===== src/rtl/ysyx_24100012_ifu_bus.sv =====
// ----------------------------------------------------------------------------
// ysyx_24100012_ifu_bus
//
// Multi-cycle instruction fetch unit for a bus-attached instruction memory.
// The unit owns the PC, issues one fetch at a time over a valid/ready request
// channel, captures the returned word and holds it for decode behind a second
// valid/ready handshake. Execute may redirect the PC at any time, and an
// in-flight fetch whose address has been superseded is discarded.
//
// Ports:
//   clk, rst                  clock, synchronous active-low reset
//   redirect_valid/_pc        taken branch / jump target from execute
//   imem_req_valid/_ready     fetch request handshake
//   imem_req_addr             fetch address (the PC register)
//   imem_resp_valid/_data     fetch response, one per accepted request
//   out_valid/_ready          instruction handshake towards decode
//   out_inst, out_pc          held instruction and its PC
//   out_pc_next               out_pc + WORD_SIZE (link value)
//   fetch_cnt                 number of instructions delivered to decode
// ----------------------------------------------------------------------------
module ysyx_24100012_ifu_bus #(
  parameter int unsigned            ADDR_WIDTH  = 32,
  parameter int unsigned            DATA_WIDTH  = 32,
  parameter logic [ADDR_WIDTH-1:0]  ORIGIN_ADDR = 32'h8000_0000,
  parameter int unsigned            WORD_SIZE   = 4
) (
  input  logic                  clk,
  input  logic                  rst,
  input  logic                  redirect_valid,
  input  logic [ADDR_WIDTH-1:0] redirect_pc,
  output logic                  imem_req_valid,
  input  logic                  imem_req_ready,
  output logic [ADDR_WIDTH-1:0] imem_req_addr,
  input  logic                  imem_resp_valid,
  input  logic [DATA_WIDTH-1:0] imem_resp_data,
  output logic                  out_valid,
  input  logic                  out_ready,
  output logic [DATA_WIDTH-1:0] out_inst,
  output logic [ADDR_WIDTH-1:0] out_pc,
  output logic [ADDR_WIDTH-1:0] out_pc_next,
  output logic [31:0]           fetch_cnt
);

  typedef enum logic [1:0] {
    S_REQ  = 2'd0,
    S_WAIT = 2'd1,
    S_HOLD = 2'd2
  } state_e;

  localparam logic [ADDR_WIDTH-1:0] PC_STEP = ADDR_WIDTH'(WORD_SIZE);

  state_e                state_q, state_d;
  logic [ADDR_WIDTH-1:0] pc_q, pc_d;
  logic                  kill_q, kill_d;
  logic [DATA_WIDTH-1:0] inst_q, inst_d;
  logic [31:0]           fetch_cnt_q, fetch_cnt_d;

  // Output decode straight from the state; a redirect masks out_valid so a
  // wrong-path instruction is never handed to decode.
  assign imem_req_valid = (state_q == S_REQ);
  assign imem_req_addr  = pc_q;
  assign out_valid      = (state_q == S_HOLD) && !redirect_valid;
  assign out_inst       = inst_q;
  assign out_pc         = pc_q;
  assign out_pc_next    = pc_q + PC_STEP;
  assign fetch_cnt      = fetch_cnt_q;

  // Next-state, PC, kill flag, instruction buffer and delivery counter.
  always_comb begin
    state_d     = state_q;
    pc_d        = pc_q;
    kill_d      = kill_q;
    inst_d      = inst_q;
    fetch_cnt_d = fetch_cnt_q;

    case (state_q)
      S_REQ: begin
        // The address may move freely until the memory takes the request.
        if (redirect_valid) begin
          pc_d = redirect_pc;
        end else begin
          pc_d = pc_q;
        end
        if (imem_req_ready) begin
          state_d = S_WAIT;
          // Accepted with the old address while a redirect arrives: the
          // coming response belongs to the wrong path.
          kill_d  = redirect_valid;
        end else begin
          state_d = S_REQ;
        end
      end

      S_WAIT: begin
        if (redirect_valid) begin
          pc_d   = redirect_pc;
          kill_d = 1'b1;
        end else begin
          pc_d   = pc_q;
        end
        if (imem_resp_valid) begin
          if (kill_q || redirect_valid) begin
            // Stale response: drop it and refetch from the new PC.
            kill_d  = 1'b0;
            state_d = S_REQ;
          end else begin
            inst_d  = imem_resp_data;
            state_d = S_HOLD;
          end
        end else begin
          state_d = S_WAIT;
        end
      end

      S_HOLD: begin
        if (redirect_valid) begin
          pc_d    = redirect_pc;
          state_d = S_REQ;
        end else if (out_ready) begin
          pc_d        = pc_q + PC_STEP;
          fetch_cnt_d = fetch_cnt_q + 32'd1;
          state_d     = S_REQ;
        end else begin
          state_d = S_HOLD;
        end
      end

      default: begin
        state_d = S_REQ;
        kill_d  = 1'b0;
      end
    endcase
  end

  // State registers with synchronous active-low reset.
  always_ff @(posedge clk) begin
    if (!rst) begin
      state_q     <= S_REQ;
      pc_q        <= ORIGIN_ADDR;
      kill_q      <= 1'b0;
      inst_q      <= '0;
      fetch_cnt_q <= 32'd0;
    end else begin
      state_q     <= state_d;
      pc_q        <= pc_d;
      kill_q      <= kill_d;
      inst_q      <= inst_d;
      fetch_cnt_q <= fetch_cnt_d;
    end
  end

endmodule


===== config.mk =====
export PLATFORM = sky130hd
export DESIGN_NAME = ysyx_24100012_ifu_bus
export DESIGN_NICKNAME = d
export VERILOG_FILES = /design/src/rtl/ysyx_24100012_ifu_bus.sv
export SDC_FILE = /design/constraint.sdc
export NUM_CORES = 1
export LEC_CHECK = 0
export ABC_AREA = 1
export ABC_CLOCK_PERIOD_IN_PS = 1800
export BUFFER_PORTS_ARGS = -buffer_cell sky130_fd_sc_hd__buf_2
export CORE_UTILIZATION = 49
export CTS_CLUSTER_SIZE = 10
export DETAILED_ROUTE_END_ITERATION = 16
export GPL_ROUTABILITY_DRIVEN = 0
export HOLD_SLACK_MARGIN = 0.02
export PLACE_DENSITY = 0.81
export SLEW_MARGIN = 20
export SYNTH_ARGS = -nofsm -noshare
export SYNTH_HDL_FRONTEND = slang
export SYNTH_SLANG_ARGS = --single-unit

===== constraint.sdc =====
create_clock -name clk -period 1.8 [get_ports clk]
set_clock_uncertainty 0.05 [all_clocks]
set_input_delay 0.18 -clock clk [delete_from_list [all_inputs] [get_ports clk]]
set_output_delay 0.18 -clock clk [all_outputs]
set_load 0.01 [all_outputs]

* Word level (Yosys, flattened, before mapping)
Cells that the tools add are included.
Storage, ports and cells: bits in registers 99, input bits 70, logic and storage cells 40
Cells by class: add/subtract/negate cells 2, equality and inequality tests 5, mux-type cells 15, bitwise gates (word level) 3, reduce and logical (&&, ||, !) cells 10
Operators with widths (number):
- $mux 32 | 3
- $pmux 32 s2 | 1
- $add 32x1->32 const B | 1
- $add 32x3->32 const B | 1
- $reduce_and 3->1 | 3
- $mux 2 | 4
- $pmux 2 s3 | 1
- $mux 1 | 5
- $ne 2x1->1 const B | 2
- $ne 3x3->1 const B | 1
- $not 1->1 | 3
- $pmux 1 s3 | 1
- $eq 2x1->1 const B | 1
- $eq 2x2->1 const B | 1
- $logic_not 2->1 | 1
- $reduce_and 2->1 | 1
- $reduce_bool 2->1 | 1
- $reduce_or 2->1 | 1
- $logic_and 1x1->1 | 1
- $logic_not 1->1 | 1
- $logic_or 1x1->1 | 1

* Depth between registers and ports, before layout
Gate-level depths: netlist (run 1).
depth in word-level cells 4, mapped depth 10

* Worst setup path after synthesis (run 1)
No wires, ideal clock.
path kind register to register, start register pc_q[2], in the netlist imem_req_addr[2], end register pc_q[14], in the netlist imem_req_addr[14], arrival 1597 ps, required time 1686 ps, path slack 88 ps, cell stages (with the launch flop) 9, path buffers 0, cell sequence dfxtp_1 -> ha_1 -> nand2_1 -> nor2_1 -> nand2_2 -> nor2_4 -> xor2_1 -> a21oi_1 -> nor2_1
Between the ends: cells in the longest elaborated chain, start to end 4
RTL lines:
- from (decl) | RTL line 53 | logic [ADDR_WIDTH-1:0] pc_q, pc_d;
- from (signal assigned) | RTL line 145 | pc_q <= pc_d;
- $add 32x3->32
- net out_pc_next[14] | RTL line 40 | output logic [ADDR_WIDTH-1:0] out_pc_next,
- $mux 32 | RTL line 119 | end else if (out_ready) begin
- $mux 32 | RTL line 116 | if (redirect_valid) begin
- $pmux 32 s2 | RTL line 76 | case (state_q)
The timed path passes the listed nets, and every way through them passes these cells. The select of a mux whose other input is x is not followed. A chain may end at the register's enable or synchronous reset.

* Final worst setup path (run 1)
start register pc_q[3], in the netlist imem_req_addr[3], end output out_pc_next[13]
Between the ends: cells in the longest elaborated chain, start to end 1
RTL lines:
- $add 32x3->32 | RTL line 65 | assign out_pc_next = pc_q + PC_STEP;
- to (decl) | RTL line 40
No other way between the ends.

==> results of run 1 <==
[Yosys cell counts]
cell type | n | share of area [%]
nand3b_1 | 4 | 0.53
o21bai_1 | 2 | 0.27
buf_4 | 34 | 4.5
nand2_1 | 255 | 17
buf_2 | 7 | 0.62
nand3_1 | 33 | 2.9
buf_6 | 1 | 0.20
a211oi_1 | 2 | 0.27
a21oi_1 | 44 | 3.9
or2_2 | 2 | 0.22
nor2_2 | 7 | 0.78
nor2_4 | 4 | 0.80
mux2i_1 | 1 | 0.18
clkbuf_1 | 19 | 1.3
nor3b_1 | 2 | 0.27
inv_2 | 3 | 0.20
o21ai_2 | 1 | 0.16
nor3_2 | 1 | 0.18
buf_1 | 1 | 0.067
xor2_1 | 8 | 1.2
nor2_1 | 169 | 11
dfxtp_1 | 99 | 35
nand4_4 | 1 | 0.38
xnor2_1 | 8 | 1.2
inv_1 | 87 | 5.8
and2_1 | 5 | 0.56
nor3_1 | 5 | 0.44
ha_1 | 2 | 0.44
o21ai_0 | 74 | 6.6
nand4_1 | 8 | 0.89
o211ai_1 | 1 | 0.13
a31oi_1 | 7 | 0.78
o21a_1 | 2 | 0.27
o21ai_1 | 1 | 0.089
nand2_2 | 3 | 0.33
[logic make-up (layout without fill, tap and decap cells)]
kind of cell / Yosys count / count (layout)
adder cells (fa/ha/maj): 2 / 2
multiplexers: 1 / 1
AO/OA/AOI/OAI: 134 / 134
XOR/XNOR: 16 / 16
AND/OR/NAND/NOR: 499 / 499
flip-flops: 99 / 99
buffers and inverters: 152 / 395
[stage by stage]
stage                     hold slack [ns]  worst slack, ns  utilization (%)  area, sq um  TNS (ns)
after floorplan                     0.278           0.0882                -         5630         0
after global placement              0.381            0.109             62.3         6880         0
after detailed placement            0.388           0.0654             62.3         6880         0
after CTS                          0.0251           -0.208             68.2         7520     -2.63
after global routing               0.0371           -0.301             71.7         7910     -5.41
final                              0.0354           -0.195             71.7         7910     -3.31
[worst min-delay path: stages]
cell and delay [ns]:
buf_2 0.07, o21ai_0 0.07, nor2_1 0.07
[power by group]
group	internal [mW]	total [mW]	switching [mW]
registers	2.28	2.37	0.0954
clock network	0.963	1.87	0.904
logic	0.410	0.916	0.507
[layer usage]
| layer | track usage (%) | part of all wire [%] | up-vias |
|---|---|---|---|
| met2 | 49.2 | 49 | 346 |
| li1 | - | - | 3282 |
| met3 | 5.80 | 7.5 | 72 |
| met5 | 0 | 0 | - |
| met4 | 17.1 | 4.6 | 0 |
| met1 | 33.8 | 39 | 2991 |
[path summary, 6_finish.rpt]
path                            slack (ns)  cells past startpoint                 to                from
worst max register to register       -0.10                     12  imem_req_addr[20]    imem_req_addr[3]
worst min-delay path                  0.04                      3       out_inst[13]  imem_resp_data[13]
worst min register to register        0.43                      2       out_inst[21]        out_inst[21]
worst max-delay path                 -0.20                      8    out_pc_next[13]    imem_req_addr[3]
[area by class of cell]
class	count	share of cell area [%]
sequential	99	25.7
timing repair buffer	289	21.6
multi-input combinational	652	42.6
clock buffer	9	2.85
clock inverter	7	0.760
tap	140	2.22
inverter	90	4.34
[repair_timing]
item,CTS,global route
pin swaps,20,27
gates resized for setup,69,95
endpoints found under the setup margin,26,37
buffers inserted,18,9
[sequential cells by signal, summed over array words and instances, names as in the netlist]
signal	flops
kill_q	1
fetch_cnt	32
imem_req_addr	32
state_q	2
out_inst	32
==> flow_summary.json, run 1 <==
{
  "status": "finished with violations",
  "violations": "negative setup slack",
  "setup_viol_count_final": 27,
  "layout.cells.non_filler": 1286,
  "worst_slew_pin_slew_ns": 0.479,
  "synthXorXnorAreaFrac_pct": 2.49,
  "final_cell_mix": "225 x nand2_1, 219 x buf_2, 143 x nor2_1",
  "crit_chain": "buf_6 > nand2_4 > nor2_4 > nand2_4 > nor2_4 > or2_4 > and2_4 > buf_6",
  "synth_cell_types": 35,
  "clkSinkCount": 99,
  "syn-num-nets": 975,
  "ys_seq_area_share_pct": 35.2,
  "slew_headroom_pct": 68.1,
  "antenna_found_initial": 0,
  "ys_ff_latch": 99,
  "cts_buffers": 9,
  "grt_util_all_layers_pct": 29.1,
  "drive_gt1_share_pct": 37.9,
  "hold_viol": 0,
  "dp_cells": 1248,
  "syn_avg_cell_area_sq_um": 6.24,
  "synth_adder_area_share_pct": 0.444,
  "io_pins": 232,
  "critical_path.top_delay_family": "simple AND/OR/NAND/NOR gates",
  "routed_wl_microns": 18600,
  "rows": 38,
  "total_power_mw": 5.15,
  "layout_commonest_cell": "nand2_1",
  "final_max_slew_viol_count": 0,
  "hpwl_microns": 12700,
  "ant_nets": 0,
  "setup_slack_ns": -0.195,
  "p_leak_nw": 3.78,
  "fin_crit_ns": 2.00,
  "worstPathRequired_ns": 1.57,
  "drc_errors": 0,
  "start_kind": "flop",
  "initial_core_util_pct": 51.1,
  "core_sq_um": 11000,
  "vias": 6691,
  "cts_hold_buffers": 0,
  "yosysWarningCount": 0,
  "io_buffers": 231,
  "synth-simple-area-share_pct": 36.6,
  "cp_num_buf_inv": 2,
  "syn_inst": 903,
  "grt_overflow": 0,
  "finalNetCount": 1213,
  "dr.pass1.iters": 5,
  "viasPerCell": 5.20,
  "die_area_sq_um": 11900,
  "cp_max_fo": 6,
  "drt_iter0_drc": 588,
  "syn_area_sq_um": 5630,
  "slowest_stage": "dfxtp_4",
  "grt_pass1_wl_microns": 27000,
  "clockBufferDepth": 2,
  "fmax_mhz": 501,
  "first_global_vias": 5794,
  "die_height_microns": 109,
  "clock_latency_ns": 0.35,
  "synth_top_family_by_area": "simple AND/OR/NAND/NOR gates",
  "hp-class": "in2reg",
  "powerDensity_nw_per_um2": 652,
  "muxShareOfSynthArea_pct": 0.178,
  "synth_compound_area_share_pct": 12.4,
  "fin_crit_sh_pct": 111,
  "maxCapViolCount": 0,
  "max_stage_delay_ns": 0.37,
  "endpoint_kind": "primary output",
  "regArea_sq_um": 2030,
  "syn2layout_area_growth_pct": 40.4,
  "multi_input_area_sq_um": 3370,
  "grt_max_degree": 61,
  "clk_pin_slew_ns": 0.08,
  "peakVddDrop_uv": 471,
  "n_fill_cell": 937,
  "antenna_cells": 0,
  "rsz0062_at_grt": "yes",
  "htreeDepth": 3,
  "die_x_microns": 109,
  "worstSetupPathType": "reg2out",
  "clock_tree.root_cell": "clkbuf_16",
  "worstPathArrival_ns": 1.77,
  "cts_tree": "done",
  "wire_per_inst_microns": 14.5
}
(Power assumes the default switching activity.)
==> run 2: changes to the inputs <==
--- a/config.mk
+++ b/config.mk
@@ -8,12 +8,15 @@
 export ABC_AREA = 1
 export ABC_CLOCK_PERIOD_IN_PS = 1800
 export BUFFER_PORTS_ARGS = -buffer_cell sky130_fd_sc_hd__buf_2
-export CORE_UTILIZATION = 49
+export CELL_PAD_IN_SITES_DETAIL_PLACEMENT = 1
+export CELL_PAD_IN_SITES_GLOBAL_PLACEMENT = 2
+export CORE_UTILIZATION = 24
 export CTS_CLUSTER_SIZE = 10
 export DETAILED_ROUTE_END_ITERATION = 16
 export GPL_ROUTABILITY_DRIVEN = 0
+export GPL_TIMING_DRIVEN = 0
 export HOLD_SLACK_MARGIN = 0.02
-export PLACE_DENSITY = 0.81
+export PLACE_DENSITY_LB_ADDON = 0.1
 export SLEW_MARGIN = 20
 export SYNTH_ARGS = -nofsm -noshare
 export SYNTH_HDL_FRONTEND = slang
==> run 2 against run 1 <==
- register-to-register slack got worse by 0.07 ns
- the flow still finishes with violations (negative setup slack)
- global-route usage decreased by 9.8 points
- non-clock buffer count up 70
- via count decreased by 0.69%
- first-iteration DRC count fell by 63%
- clock power is 11% higher
- combinational power is 11% higher
- design area rose by 9.1%
- highest routed layer unchanged
- maximum frequency decreased by 1.5%
==> flow_summary.json, run 2 (same netlist as run 1, synthesis figures left out) <==
{
  "status": "finished with violations",
  "violations": "negative setup slack",
  "final_max_slew_viol_count": 0,
  "worstPathRequired_ns": 1.57,
  "place_area_sq_um": 7180,
  "start_kind": "flop",
  "peakVddDrop_uv": 324,
  "die_area_sq_um": 24100,
  "r2r_slack_ns": -0.17,
  "setup_viol_count_final": 25,
  "hold-worst-slack_ns": 0.0271,
  "routed_wl_microns": 23400,
  "crit_chain": "ha_4 > nand2_4 > nor2_4 > nand2_4 > nor2_4 > buf_6 > nand3b_1 > nand2_1 > buf_2",
  "dr.pass1.iters": 4,
  "clock_latency_ns": 0.36,
  "rows": 55,
  "slew_headroom_pct": 52.3,
  "grt_max_degree": 21,
  "finalInstanceArea_sq_um": 8630,
  "ant_nets": 0,
  "worstSetupPathType": "reg2out",
  "clockBufferDepth": 2,
  "finalNetCount": 1283,
  "viasPerCell": 4.35,
  "grt_overflow": 0,
  "slowest_stage": "dfxtp_4",
  "cp_max_fo": 7,
  "total_power_mw": 5.47,
  "worstPathArrival_ns": 1.79,
  "fin_setup_tns_ns": -3.09,
  "setup_slack_ns": -0.225,
  "first_global_vias": 6579,
  "io_buffers": 231,
  "htreeDepth": 3,
  "clock_tree.root_cell": "clkbuf_16",
  "powerDensity_nw_per_um2": 633,
  "clkSinkCount": 99,
  "rsz0062_at_grt": "yes",
  "maxCapViolCount": 0,
  "grt_util_all_layers_pct": 19.3,
  "io_pins": 232,
  "worst_slew_pin_slew_ns": 0.716,
  "antenna_cells": 0,
  "vias": 6645,
  "hpwl_microns": 17300,
  "wire_per_inst_microns": 15.3,
  "p_leak_nw": 4.09,
  "final_cell_mix": "229 x buf_2, 227 x nand2_1, 140 x nor2_1",
  "clk_pin_slew_ns": 0.09,
  "initial_core_util_pct": 24.6,
  "die_height_microns": 155,
  "hold_viol": 0,
  "hp-class": "in2reg",
  "max_stage_delay_ns": 0.38,
  "endpoint_kind": "primary output",
  "syn2layout_area_growth_pct": 53.2,
  "antenna_found_initial": 0,
  "cts_buffers": 9,
  "die_x_microns": 155,
  "layout_commonest_cell": "buf_2",
  "drive_gt1_share_pct": 39.7,
  "drt_iter0_drc": 219,
  "cts_tree": "done",
  "fmax_mhz": 494,
  "core_sq_um": 22800,
  "drc_errors": 0,
  "fin_crit_sh_pct": 112,
  "post-place-ws_ns": -0.294,
  "grt_pass1_wl_microns": 35700,
  "fin_crit_ns": 2.02
}
-- run 2: cell count changes in the layout (fill, tap and decap cells not counted), sizes merged --
cell         delta
buf            +41
clkbuf         +19
dlygate4sd3    +10
clkinv          -1
inv             +1
-- run 2: layout make-up --
| type | count | area [sq um] |
|---|---|---|
| plain buffers | 62 | 393 |
| clock buffers | 9 | 225 |
| clock inverters | 7 | 78.8 |
| fillers | 3018 | 14200 |
| inverters | 90 | 338 |
| multi-input cells | 652 | 3390 |
| flip-flops and latches | 99 | 2080 |
| well taps | 313 | 392 |
| repair buffers | 297 | 1740 |
-- run 2: routing by layer --
layer / track usage, % / wire length [microns] / vias to the layer above
met3: 2.92 / 883 / 17
met4: 4.48 / 301 / 0
met5: 0 / 0 / -
met2: 34.3 / 11500 / 148
li1: - / - / 3416
met1: 24.4 / 10700 / 3064
-- run 2: where the power goes --
group	switching, mW	internal, mW	leakage [nW]
Clock	1.08	0.995	0.148
Sequential	0.102	2.27	0.824
Combinational	0.535	0.488	3.12
Total	1.71	3.75	4.09
-- run 2: through the flow --
stage | cells | util [%]
floorplan | 903 | -
global placement | 1447 | 31.4
detailed placement | 1447 | 31.4
CTS | 1506 | 35.8
global route | 1529 | 37.8
finish | 1529 | 37.8
-- run 2: worst max-delay path: cells and delay by family, from the launching register on --
family / cells / cell delay, ns
simple gates: 6 / 0.63
flops: 1 / 0.38
buf+inv: 2 / 0.27
fa+ha+maj: 1 / 0.15
-- run 2: path summary, 6_finish.rpt --
path | startpoint | to | cells after the start
worst min-delay path | imem_resp_data[6] | out_inst[6] | 3
worst max-delay path | imem_req_addr[3] | out_pc_next[22] | 9
worst max register to register | imem_req_addr[3] | imem_req_addr[16] | 14
worst min register to register | out_inst[16] | out_inst[16] | 2
-- run 2: repair_timing --
| action | in CTS | in global routing |
|---|---|---|
| pin swaps | 27 | 40 |
| buffers inserted | 33 | 23 |
| resized for setup | 111 | 83 |
| endpoints found under the setup margin | 51 | 67 |
| hold buffers | 10 | 0 |
| endpoints found under the hold margin | 10 | 0 |
==> run 3: changes to the inputs <==
--- a/config.mk
+++ b/config.mk
@@ -9,8 +9,8 @@
 export ABC_CLOCK_PERIOD_IN_PS = 1800
 export BUFFER_PORTS_ARGS = -buffer_cell sky130_fd_sc_hd__buf_2
 export CELL_PAD_IN_SITES_DETAIL_PLACEMENT = 1
-export CELL_PAD_IN_SITES_GLOBAL_PLACEMENT = 2
-export CORE_UTILIZATION = 24
+export CELL_PAD_IN_SITES_GLOBAL_PLACEMENT = 1
+export CORE_UTILIZATION = 32
 export CTS_CLUSTER_SIZE = 10
 export DETAILED_ROUTE_END_ITERATION = 16
 export GPL_ROUTABILITY_DRIVEN = 0
==> run 3 against run 2 <==
- the flow still finishes with violations (negative setup slack)
- register-to-register slack worse by 0.09 ns
- first-iteration DRC count increased by 15%
- via count grew 6.1%
- clock power rose by 5%
- wire length up 5.6%
- non-clock buffer count up 8
- global-route usage rose by 5.1 points
- core utilization increased by 13 points
- worst setup slack lost 0.072 ns
- critical endpoint is now out_pc_next[15]
==> flow_summary.json, run 3 (same netlist as run 1, synthesis figures left out) <==
{
  "worstPathRequired_ns": 1.57,
  "die_area_sq_um": 18100,
  "maxCapViolCount": 0,
  "hp-class": "in2reg",
  "multi_input_area_sq_um": 3410,
  "fmax_mhz": 477,
  "fin_crit_ns": 2.10,
  "regArea_sq_um": 2090,
  "cp_max_fo": 5,
  "first_global_vias": 6883,
  "peakVddDrop_uv": 463,
  "hold-worst-slack_ns": 0.0271,
  "viasPerCell": 4.86,
  "antenna_found_initial": 1,
  "endpoint_kind": "primary output",
  "fin_crit_sh_pct": 116,
  "clk_pin_slew_ns": 0.08,
  "clock_latency_ns": 0.36,
  "vias": 7048,
  "drt_iter0_drc": 251,
  "max_stage_delay_ns": 0.40,
  "hpwl_microns": 16000,
  "clkSinkCount": 99,
  "grt_overflow": 0,
  "worstSetupPathType": "reg2out",
  "post-place-ws_ns": -0.239,
  "final_max_slew_viol_count": 0,
  "dr.pass1.iters": 5,
  "core_sq_um": 17200,
  "htreeDepth": 3,
  "dp_cells": 1359,
  "die_x_microns": 135,
  "cts_buffers": 9,
  "cp_num_buf_inv": 4,
  "layout.cells.non_filler": 1450,
  "cts_tree": "done",
  "powerDensity_nw_per_um2": 648,
  "violations": "negative setup slack",
  "syn2layout_area_growth_pct": 54.2,
  "initial_core_util_pct": 32.7,
  "slew_headroom_pct": 53.0,
  "rows": 48,
  "hold_viol": 0,
  "path_common_cell": "nor2_4",
  "drc_errors": 0,
  "worstPathArrival_ns": 1.87,
  "final_cell_mix": "224 x nand2_1, 223 x buf_2, 145 x nor2_1",
  "critical_path.top_delay_family": "buffers and inverters",
  "ant_nets": 0,
  "start_kind": "flop",
  "status": "finished with violations",
  "drive_gt1_share_pct": 39.9,
  "p_leak_nw": 4.17,
  "grt_pass1_wl_microns": 34300,
  "clockBufferDepth": 2,
  "n_fill_cell": 2322,
  "finalNetCount": 1291,
  "worst_slew_pin_slew_ns": 0.706,
  "routed_wl_microns": 24700,
  "layout_commonest_cell": "nand2_1",
  "total_power_mw": 5.63,
  "die_height_microns": 135,
  "grt_max_degree": 20,
  "crit_chain": "buf_4 > inv_4 > nor2_4 > buf_6 > nand2_2 > nor2_4 > xor2_1 > buf_2",
  "io_buffers": 231,
  "setup_viol_count_final": 30,
  "slowest_stage": "dfxtp_4",
  "wire_per_inst_microns": 17.0,
  "rsz0062_at_grt": "yes",
  "clock_tree.root_cell": "clkbuf_16",
  "io_pins": 232,
  "grt_util_all_layers_pct": 24.4,
  "setup_slack_ns": -0.297
}
run 3: path summary, 6_finish.rpt:
check	from	to	slack [ns]	depth (start not counted)
max	imem_req_addr[2]	out_pc_next[15]	-0.30	8
min	imem_resp_data[12]	out_inst[12]	0.03	3
max reg2reg	imem_req_addr[2]	imem_req_addr[15]	-0.26	13
min reg2reg	out_inst[30]	out_inst[30]	0.43	2
run 3: final cells by class:
cell class | instances | area share [%]
diodes | 1 | 0.0288
clock buffers | 9 | 2.59
well taps | 225 | 3.24
multi-input cells | 652 | 39.2
plain buffers | 62 | 4.50
inverters | 90 | 3.92
repair buffers | 305 | 21.3
flip-flops and latches | 99 | 24.1
clock inverters | 7 | 1.09
run 3: stage by stage:
stage          utilization (%)  setup TNS, ns  cell area, sq um
6_report                  50.4          -5.33              8680
4_1_cts                   47.8          -2.34              8240
2_1_floorplan                -              0              5630
3_3_place_gp              41.0          -1.35              7070
5_1_grt                   50.4          -7.31              8680
3_5_place_dp              41.0          -2.17              7070
run 3: timing repair:
action	4_1_cts	5_1_grt
hold buffers	14	0
setup buffers	44	17
setup endpoints to repair	37	67
endpoints found under the hold margin	14	0
gates resized for setup	129	86
pin swaps	30	37
run 3: tightest hold or removal path, delay by kind of cell:
kind,cells,cell delay [ns]
buffers and inverters,1,0.07
AOI/OAI and AO/OA,1,0.08
and+or+nand+nor,1,0.08
run 3: metal layers:
metal | track usage, % | part of all wire (%) | vias to the layer above
met5 | 0 | 0 | -
li1 | - | - | 3441
met1 | 27.6 | 41 | 3298
met2 | 44.3 | 51 | 235
met4 | 11.7 | 4.4 | 0
met3 | 3.94 | 4.3 | 74
run 3: where the power goes:
| group | total (mW) | switching, mW | internal (mW) |
|---|---|---|---|
| Sequential | 2.38 | 0.111 | 2.27 |
| Combinational | 1.08 | 0.567 | 0.514 |
| Clock | 2.17 | 1.05 | 1.12 |
